$ cat src/rtl/hazard_pkg.sv
// hazard_pkg: shared definitions for the pipeline hazard controller.
//   hz_state_e   - controller state encoding (run, mult/div busy, branch flush)
//   MD_MUL_LAT   - mult occupancy in cycles
//   MD_DIV_LAT   - div occupancy in cycles
//   MD_CNT_W     - width of the mult/div busy down-counter
//   md_init()    - counter preload for a mult/div start (latency minus one)
package hazard_pkg;

  typedef enum logic [1:0] {
    StRun    = 2'd0,
    StMdBusy = 2'd1,
    StFlush  = 2'd2
  } hz_state_e;

  localparam int unsigned MD_MUL_LAT = 4;
  localparam int unsigned MD_DIV_LAT = 32;
  localparam int unsigned MD_CNT_W   = 5;

  // The busy state is left on the edge where the counter reads zero, so a
  // preload of latency-1 yields exactly 'latency' stalled cycles.
  function automatic logic [MD_CNT_W-1:0] md_init(input logic is_div);
    return is_div ? MD_CNT_W'(MD_DIV_LAT - 1) : MD_CNT_W'(MD_MUL_LAT - 1);
  endfunction

endpackage

$ cat src/rtl/md_busy_cnt.sv
// md_busy_cnt: loadable down-counter tracking remaining mult/div busy cycles.
// State updates on the falling edge of clk, matching the pipeline registers.
// Ports:
//   clk      - clock (falling-edge active)
//   rst      - synchronous active-high reset, clears the count
//   clr      - synchronous clear (operation cancelled)
//   load     - load load_val
//   load_val - preload value
//   dec      - decrement request; holds at zero
//   cnt      - current count
//   zero     - count equals zero
module md_busy_cnt
  import hazard_pkg::*;
(
  input  logic                clk,
  input  logic                rst,
  input  logic                clr,
  input  logic                load,
  input  logic [MD_CNT_W-1:0] load_val,
  input  logic                dec,
  output logic [MD_CNT_W-1:0] cnt,
  output logic                zero
);

  logic [MD_CNT_W-1:0] cnt_q;

  always_ff @(negedge clk) begin
    if (rst || clr) begin
      cnt_q <= '0;
    end else if (load) begin
      cnt_q <= load_val;
    end else if (dec && (cnt_q != '0)) begin
      cnt_q <= cnt_q - 1'b1;
    end
  end

  assign cnt  = cnt_q;
  assign zero = (cnt_q == '0);

endmodule

$ cat src/rtl/hazard_ctrl.sv
// hazard_ctrl: pipeline hazard controller.
// Handles load-use stalls, taken-branch flushes and (optionally) multi-cycle
// mult/div occupancy. All state updates on the falling edge of clk.
// Optional feature: define HAZARD_MULDIV_EN to include the mult/div busy state,
// its down-counter (md_busy_cnt) and Md_Busy. Without it Ex_MdStart/Ex_MdDiv
// are ignored and Md_Busy is tied low.
// Ports:
//   clk, rst              - clock (falling edge), synchronous active-high reset
//   ID_Rs, ID_Rt          - source registers of the ID instruction
//   ID_UsesRt             - ID instruction reads Rt
//   Ex_MemRd, Ex_Rw       - EX instruction is a load / its destination
//   Ex_MdStart, Ex_MdDiv  - mult/div issued in EX, 1=div 0=mult
//   Mem_Taken             - branch in MEM resolved taken
//   PC_Wr, IF_ID_Wr, ID_Ex_Wr            - hold-enables (0 = hold)
//   IF_ID_Flush, ID_Ex_Flush, Ex_Mem_Flush - bubble inserts
//   PC_Src                - select the MEM branch target
//   Md_Busy               - mult/div in progress
//   Stall_Cnt             - saturating count of cycles with PC_Wr=0
module hazard_ctrl
  import hazard_pkg::*;
(
  input  logic        clk,
  input  logic        rst,
  input  logic [4:0]  ID_Rs,
  input  logic [4:0]  ID_Rt,
  input  logic        ID_UsesRt,
  input  logic        Ex_MemRd,
  input  logic [4:0]  Ex_Rw,
  input  logic        Ex_MdStart,
  input  logic        Ex_MdDiv,
  input  logic        Mem_Taken,
  output logic        PC_Wr,
  output logic        IF_ID_Wr,
  output logic        ID_Ex_Wr,
  output logic        IF_ID_Flush,
  output logic        ID_Ex_Flush,
  output logic        Ex_Mem_Flush,
  output logic        PC_Src,
  output logic        Md_Busy,
  output logic [15:0] Stall_Cnt
);

  hz_state_e   state_q;
  logic [15:0] stall_q;
  logic        load_use;
  logic        in_md;
  logic        md_start;
  logic        md_zero;

  // r0 is hard-wired zero, so a load targeting it never creates a hazard.
  assign load_use = Ex_MemRd && (Ex_Rw != 5'd0) &&
                    ((Ex_Rw == ID_Rs) || (ID_UsesRt && (Ex_Rw == ID_Rt)));

`ifdef HAZARD_MULDIV_EN
  logic [MD_CNT_W-1:0] md_cnt;

  // Load-use wins over a same-cycle start; the start is re-presented later.
  assign md_start = (state_q == StRun) && !Mem_Taken && !load_use && Ex_MdStart;
  assign in_md    = (state_q == StMdBusy);

  md_busy_cnt u_md_busy_cnt (
    .clk      (clk),
    .rst      (rst),
    .clr      (Mem_Taken),
    .load     (md_start),
    .load_val (md_init(Ex_MdDiv)),
    .dec      (in_md),
    .cnt      (md_cnt),
    .zero     (md_zero)
  );
`else
  logic md_unused;

  assign md_unused = Ex_MdStart ^ Ex_MdDiv;
  assign md_start  = 1'b0;
  assign md_zero   = 1'b1;
  assign in_md     = 1'b0;
`endif

  // Outputs are combinational so hazards act in the cycle they are seen.
  always_comb begin
    PC_Wr        = 1'b1;
    IF_ID_Wr     = 1'b1;
    ID_Ex_Wr     = 1'b1;
    IF_ID_Flush  = 1'b0;
    ID_Ex_Flush  = 1'b0;
    Ex_Mem_Flush = 1'b0;
    PC_Src       = 1'b0;
    if (!rst) begin
      if (Mem_Taken) begin
        // The branch is older than anything behind it: redirect and squash.
        PC_Src       = 1'b1;
        IF_ID_Flush  = 1'b1;
        ID_Ex_Flush  = 1'b1;
        Ex_Mem_Flush = 1'b1;
      end else if (in_md) begin
        PC_Wr        = 1'b0;
        IF_ID_Wr     = 1'b0;
        ID_Ex_Wr     = 1'b0;
        Ex_Mem_Flush = 1'b1;
      end else if ((state_q == StRun) && load_use) begin
        PC_Wr       = 1'b0;
        IF_ID_Wr    = 1'b0;
        ID_Ex_Flush = 1'b1;
      end
    end
  end

  assign Md_Busy   = in_md && !rst;
  assign Stall_Cnt = stall_q;

  always_ff @(negedge clk) begin
    if (rst) begin
      state_q <= StRun;
      stall_q <= '0;
    end else begin
      if (!PC_Wr && (stall_q != 16'hFFFF)) begin
        stall_q <= stall_q + 16'd1;
      end
      if (Mem_Taken) begin
        state_q <= StFlush;
      end else begin
        case (state_q)
          StRun:    if (md_start) state_q <= StMdBusy;
          StMdBusy: if (md_zero) state_q <= StRun;
          StFlush:  state_q <= StRun;
          default:  state_q <= StRun;
        endcase
      end
    end
  end

endmodule

$ cat config.mk
export PLATFORM = sky130hd
export DESIGN_NAME = hazard_ctrl
export DESIGN_NICKNAME = d
export VERILOG_FILES = /design/src/rtl/hazard_pkg.sv /design/src/rtl/md_busy_cnt.sv /design/src/rtl/hazard_ctrl.sv
export SDC_FILE = /design/constraint.sdc
export NUM_CORES = 1
export LEC_CHECK = 0
export ABC_CLOCK_PERIOD_IN_PS = 5500
export BUFFER_PORTS_ARGS = -buffer_cell sky130_fd_sc_hd__buf_4
export CORE_MARGIN = 8
export CORE_UTILIZATION = 37
export DETAILED_ROUTE_END_ITERATION = 12
export HOLD_SLACK_MARGIN = 0.12
export SLEW_MARGIN = 20
export SYNTH_ARGS = -nofsm -noshare
export SYNTH_HDL_FRONTEND = slang
export SYNTH_HIERARCHICAL = 1
export SYNTH_SLANG_ARGS = --single-unit
export TNS_END_PERCENT = 20
$ cat constraint.sdc
create_clock -name clk -period 5.5 [get_ports clk]
set_clock_uncertainty 0.05 [all_clocks]
set_input_delay 0.825 -clock clk [delete_from_list [all_inputs] [get_ports clk]]
set_output_delay 0.825 -clock clk [all_outputs]
set_load 0.02 [all_outputs]
==> summary.md, run 1 <==
| Metric | Value |
|---|---|
| Status | `finished clean` |
| Syn Area/Cell | `7.95 µm²` |
| Post-synth ARST share | `0` |
| Seq cells post-synth | `17` |
| Setup CP Type | `in2reg` |
| Overflow after GRT | `0` |
| Initial antenna violation count | `0` |
| Setup WS post-layout | `0.421 ns` |
| Maximum root-to-sink buffer count | `2` |
| Via/cell ratio | `5.58` |
| Largest fanout on the critical path | `30` |
| Detailed-route DRC error count | `0` |
| Critical Path AT | `2.52 ns` |
| Synth area leader | `dfxtp_1` |
| PwrDens | `182 mW/mm²` |
| Post-DR wirelength/cell | `14.1 µm` |
| Register area share after synthesis | `0.306` |
| WL met3 | `244 µm` |
| Number of synthesized flops with an enable pin | `0` |
| Drt pass-1 iters | `6` |
| Largest net degree at the start of global routing | `31` |
| Clock Tree Root | `clkbuf_4` |
| Clock tree from TritonCTS | `done` |
| Syn nets | `163` |
| Gpl congestion | `0.882` |
| Crit path required time | `2.94 ns` |
| Max layer used | `met4` |
| First-pass GRT wire length | `5.42 mm` |
| Placeable Area | `0.00295 mm²` |
| Synth top cells by count | `dfxtp_1, a21oi_1, or4_1` |
| PostCTS Resize Cnt | `0` |
| CTS Buf Count | `3` |
| Skew-Pair Late Insertion Delay | `0.36 ns` |
| Via Count | `1266` |
| Worst Setup End Kind | `register` |
| Antenna cell count | `0` |
| # nets final | `218` |
| Reg-to-reg startpoint | `Stall_Cnt[0]` |
| Die H | `70.8 µm` |
| Critical Path Sink | `Stall_Cnt[14]` |
| IO Count | `46` |
| Maximum vdd drop | `0.0608 mV` |
| Number of max-cap violations | `0` |
| RSZ-0062 raised after global routing | `no` |
| Synth top area share | `0.306` |
| CP Launch Type | `input port` |
| Die area | `0.00502 mm²` |
| R2R Path End | `Stall_Cnt[12]` |
| Initial core utilization | `0.377` |
| Final Hold Viols | `0` |
| Syn Inst Count | `140` |
| Vias in the first global route | `1351` |
| Top FF cell, synth | `dfxtp_1` |
| Layout cells sized above 1 | `0.273` |
| Crit. Startpoint | `Ex_Rw[0]` |
| LEAKAGE | `0.665 nW` |
| Hold-fix buffers at CTS | `0` |
| Clock transition at path regs | `0.04 ns` |
| H-tree Lvls | `1` |
| Place WS | `0.0498 ns` |
| Post-synth cell types | `34` |
| Metal2 WL | `1.50 mm` |
| Synthesized area | `0.00111 mm²` |
| Routed Wire Length | `3.20 mm` |
| Row cnt | `20` |
| Pins Over Slew Limit | `0` |
| GRT Resource Usage Total | `0.126` |
| P&R area growth vs syn | `37.5%` |
| IO Port Bufs | `41` |
| Hold crit path type | `reg2reg` |
| Synth warnings | `6` |
| Clock sink total | `17` |
| Antenna Nets Post-Route | `0` |
| M1 WL | `1.40 mm` |
| Final setup vio count | `0` |
| Top-count cell post-synth | `dfxtp_1` |
| Worst reg2reg path depth | `6` |
| Die Span X | `70.8 µm` |
| Initial DRC Count | `78` |
| DP HPWL | `2.45 mm` |
| Synth top area cells | `dfxtp_1, xor2_1, or4_1` |
| Post-CTS setup repair buffer count | `0` |
| Reg2Reg Setup Slack | `3.32 ns` |
| Post-Route Setup TNS | `0 ns` |
## worst min-delay path by stage
stage	start	endpoint	slack, ns	depth (start not counted)
2_1_floorplan	Stall_Cnt[10]	Stall_Cnt[10]	0.52	2
3_3_place_gp	Stall_Cnt[13]	Stall_Cnt[13]	0.44	2
3_5_place_dp	Stall_Cnt[7]	Stall_Cnt[7]	0.46	2
4_1_cts	Stall_Cnt[7]	Stall_Cnt[7]	0.46	2
5_1_grt	Stall_Cnt[7]	Stall_Cnt[7]	0.49	2
6_report	Stall_Cnt[7]	Stall_Cnt[7]	0.46	2
## metrics by stage
| step | cell area (µm²) | instances | total power, mW | util | hold slack (ns) |
|---|---|---|---|---|---|
| 2_1_floorplan | 1110 | 140 | 0.168 | - | 0.521 |
| 3_3_place_gp | 1440 | 207 | 0.187 | 0.489 | 0.442 |
| 3_5_place_dp | 1440 | 207 | 0.187 | 0.489 | 0.460 |
| 4_1_cts | 1530 | 227 | 0.284 | 0.518 | 0.462 |
| 5_1_grt | 1530 | 227 | 0.298 | 0.518 | 0.487 |
| 6_report | 1530 | 227 | 0.278 | 0.518 | 0.461 |
## metal layers
layer | vias to the layer above | track usage
li1 | 622 | -
met1 | 588 | 0.135
met2 | 50 | 0.204
met3 | 6 | 0.0636
met4 | 0 | 0.0577
met5 | - | 0
## sequential cells by signal, summed over array words and instances (netlist names)
register,count
Stall_Cnt,16
state_q,1
## power breakdown
part	total, mW	switching (mW)	internal (mW)	leakage (nW)
Combinational	0.0405	0.0209	0.0196	0.418
Clock	0.113	0.0708	0.0423	0.110
Sequential	0.125	0.000215	0.124	0.137
## cells by family after synthesis
logic type               share of synthesized area
other                                      0.00675
flip-flops                                   0.306
AO/OA/AOI/OAI                                0.196
XOR/XNOR                                    0.0787
buffers and inverters                       0.0787
multiplexers                                0.0304
adder cells (fa/ha/maj)                     0.0112
AND/OR/NAND/NOR                              0.292
## placed cells by master, fill, tap and decap left out, types with 2 or more instances in the layout
master | Yosys | final
buf_4 | 5 | 45
or4_1 | 10 | 10
nand3_1 | 6 | 6
nor2_1 | 9 | 9
mux2_2 | 3 | 3
nor4_1 | 4 | 4
and3_1 | 5 | 5
inv_1 | 5 | 22
conb_1 | 2 | 2
o211ai_1 | 4 | 4
nand2_1 | 6 | 6
nor2b_1 | 4 | 4
xor2_1 | 9 | 9
a21oi_1 | 10 | 10
o31ai_1 | 8 | 8
o21ai_0 | 4 | 4
nand4_1 | 4 | 4
dfxtp_1 | 17 | 17
clkbuf_4 | 0 | 3
or3_1 | 5 | 5
o41ai_1 | 2 | 2
## critical path, cell delays in order
cell	delay, ns
buf_4	0.13
xor2_1	0.16
nor4_1	0.27
a32oi_1	0.19
buf_12	0.20
nor4_1	0.37
mux2_2	0.38
## layout make-up
| type | count | area, µm² |
|---|---|---|
| Clock buffer | 3 | 22.5 |
| Clock inverter | 18 | 67.6 |
| Fill cell | 306 | 1420 |
| Inverter | 4 | 15.0 |
| Multi-Input combinational cell | 106 | 684 |
| Sequential cell | 17 | 340 |
| Tap cell | 33 | 41.3 |
| Timing Repair Buffer | 46 | 358 |
Power figures use the tool's default switching activity.
==> inputs of run 2 (changes only) <==
REMOVE_ABC_BUFFERS = 1   (was unset)
==> run 2 against run 1 <==
Final area fell by 0.98%. Sequential power barely moved. Worst setup slack got worse by 0.0074 ns. Via count fell by 3.1%. Largest power group unchanged. Power rose by 0.89%. Core utilization fell by 0.51 points.
==> summary.md, run 2 (synthesized netlist as in run 1, its figures left out) <==
| Metric | Value |
|---|---|
| Most common cell after layout, fill and taps aside | `buf_4` |
| Largest net degree at the start of global routing | `31` |
| Max reg flops | `16` |
| Setup WS post-layout | `0.414 ns` |
| H-tree Lvls | `1` |
| Via Count | `1227` |
| Hold-fix buffers at CTS | `0` |
| Initial antenna violation count | `0` |
| Placeable Area | `0.00295 mm²` |
| M1 WL | `1.42 mm` |
| IO Port Bufs | `41` |
| LEAKAGE | `0.656 nW` |
| Metal2 WL | `1.49 mm` |
| RSZ-0062 raised after global routing | `no` |
| Final Hold Viols | `0` |
| Clock sink total | `17` |
| Most frequent CP cell | `buf_4` |
| Setup CP Type | `reg2out` |
| Initial core utilization | `0.377` |
| Maximum root-to-sink buffer count | `2` |
| Crit path cell chain | `nor2b_1, o21ai_1, buf_4, nor2_1, nand2_1, buf_4` |
| Status | `finished clean` |
| Reg2Reg Setup Slack | `3.30 ns` |
| Die area | `0.00502 mm²` |
| Slowest-stage cell, CP | `dfxtp_1` |
| Final setup vio count | `0` |
| # nets final | `216` |
| Overflow after GRT | `0` |
| Layout cells sized above 1 | `0.266` |
| Max layer used | `met4` |
| Antenna Nets Post-Route | `0` |
| Via/cell ratio | `5.45` |
| CTS Buf Count | `3` |
| Clock transition at path regs | `0.04 ns` |
| Post-DR wirelength/cell | `14.2 µm` |
| Drt pass-1 iters | `4` |
| Place WS | `0.0526 ns` |
| Antenna cell count | `0` |
| Initial DRC Count | `98` |
| First-pass GRT wire length | `5.40 mm` |
| IO Count | `46` |
| Post-Route Setup TNS | `0 ns` |
| P&R area growth vs syn | `36.1%` |
| GRT Resource Usage Total | `0.129` |
| Clock tree from TritonCTS | `done` |
| Vias in the first global route | `1297` |
| FILL cells | `297` |
| Gpl congestion | `0.800` |
| Post-CTS setup repair buffer count | `0` |
| Clock Tree Root | `clkbuf_4` |
| Maximum vdd drop | `0.0772 mV` |
| PostCTS Resize Cnt | `0` |
| Util after Layout | `0.513` |
| Die H | `70.8 µm` |
| Largest fanout on the critical path | `4` |
| Crit-path max cell delay | `0.29 ns` |
| Pins Over Slew Limit | `0` |
| Worst Setup End Kind | `output pin` |
| WL met3 | `248 µm` |
| Die Span X | `70.8 µm` |
| Routed Wire Length | `3.19 mm` |
| Number of max-cap violations | `0` |
| Hold crit path type | `reg2reg` |
| Skew-Pair Late Insertion Delay | `0.37 ns` |
| Crit path required time | `4.62 ns` |
| Delay-heaviest family, CP | `simple AND/OR/NAND/NOR gates` |
| CP Launch Type | `register` |
| Crit path buffers/inverters | `2` |
| Detailed-route DRC error count | `0` |
| Most frequent cells in the layout | `buf_4, inv_1, dfxtp_1` |
| Power Total | `0.281 mW` |
| Row cnt | `20` |
| Critical Path AT | `4.21 ns` |
| PwrDens | `185 mW/mm²` |
| DP HPWL | `2.46 mm` |
==> run 2: cell types whose count changed in the layout (fill, tap and decap cells not counted), sizes merged <==
cell | before | now
buf | 46 | 44
==> run 2: area by class of cell <==
class | instances | area [µm²] | share of cell area
timing repair buffer | 44 | 343 | 0.226
clock buffer | 3 | 22.5 | 0.0149
multi-input combinational | 106 | 684 | 0.452
clock inverter | 18 | 67.6 | 0.0446
tap | 33 | 41.3 | 0.0273
inverter | 4 | 15.0 | 0.00992
sequential | 17 | 340 | 0.225
==> run 2: worst paths after layout <==
| kind | from | endpoint | cells after the start |
|---|---|---|---|
| max reg2reg | Stall_Cnt[0] | Stall_Cnt[12] | 6 |
| min reg2reg | Stall_Cnt[10] | Stall_Cnt[10] | 2 |
| min | Stall_Cnt[10] | Stall_Cnt[10] | 2 |
| max | state_q[1] | PC_Wr | 6 |
==> run 2: power breakdown <==
group | internal [mW] | switching (mW) | leakage [nW]
sequential | 0.124 | 0.000241 | 0.137
combinational | 0.0189 | 0.0211 | 0.409
clock | 0.0424 | 0.0737 | 0.110
==> run 2: through the flow <==
stage	instance area, µm²	hold slack, ns	instances
floorplan	1040	0.515	128
global placement	1430	0.445	205
detailed placement	1430	0.462	205
CTS	1510	0.469	225
global route	1510	0.507	225
finish	1510	0.463	225
==> run 2: routing by layer <==
metal / vias up / GRT usage
li1: 627 / -
met1: 556 / 0.137
met2: 39 / 0.202
met3: 5 / 0.0650
met4: 0 / 0.0739
met5: - / 0
==> run 2: tightest hold or removal path: cells and delay by family (launching register included) <==
kind / cells / cell delay, ns
flip-flops: 1 / 0.33
AO/OA/AOI/OAI: 2 / 0.12
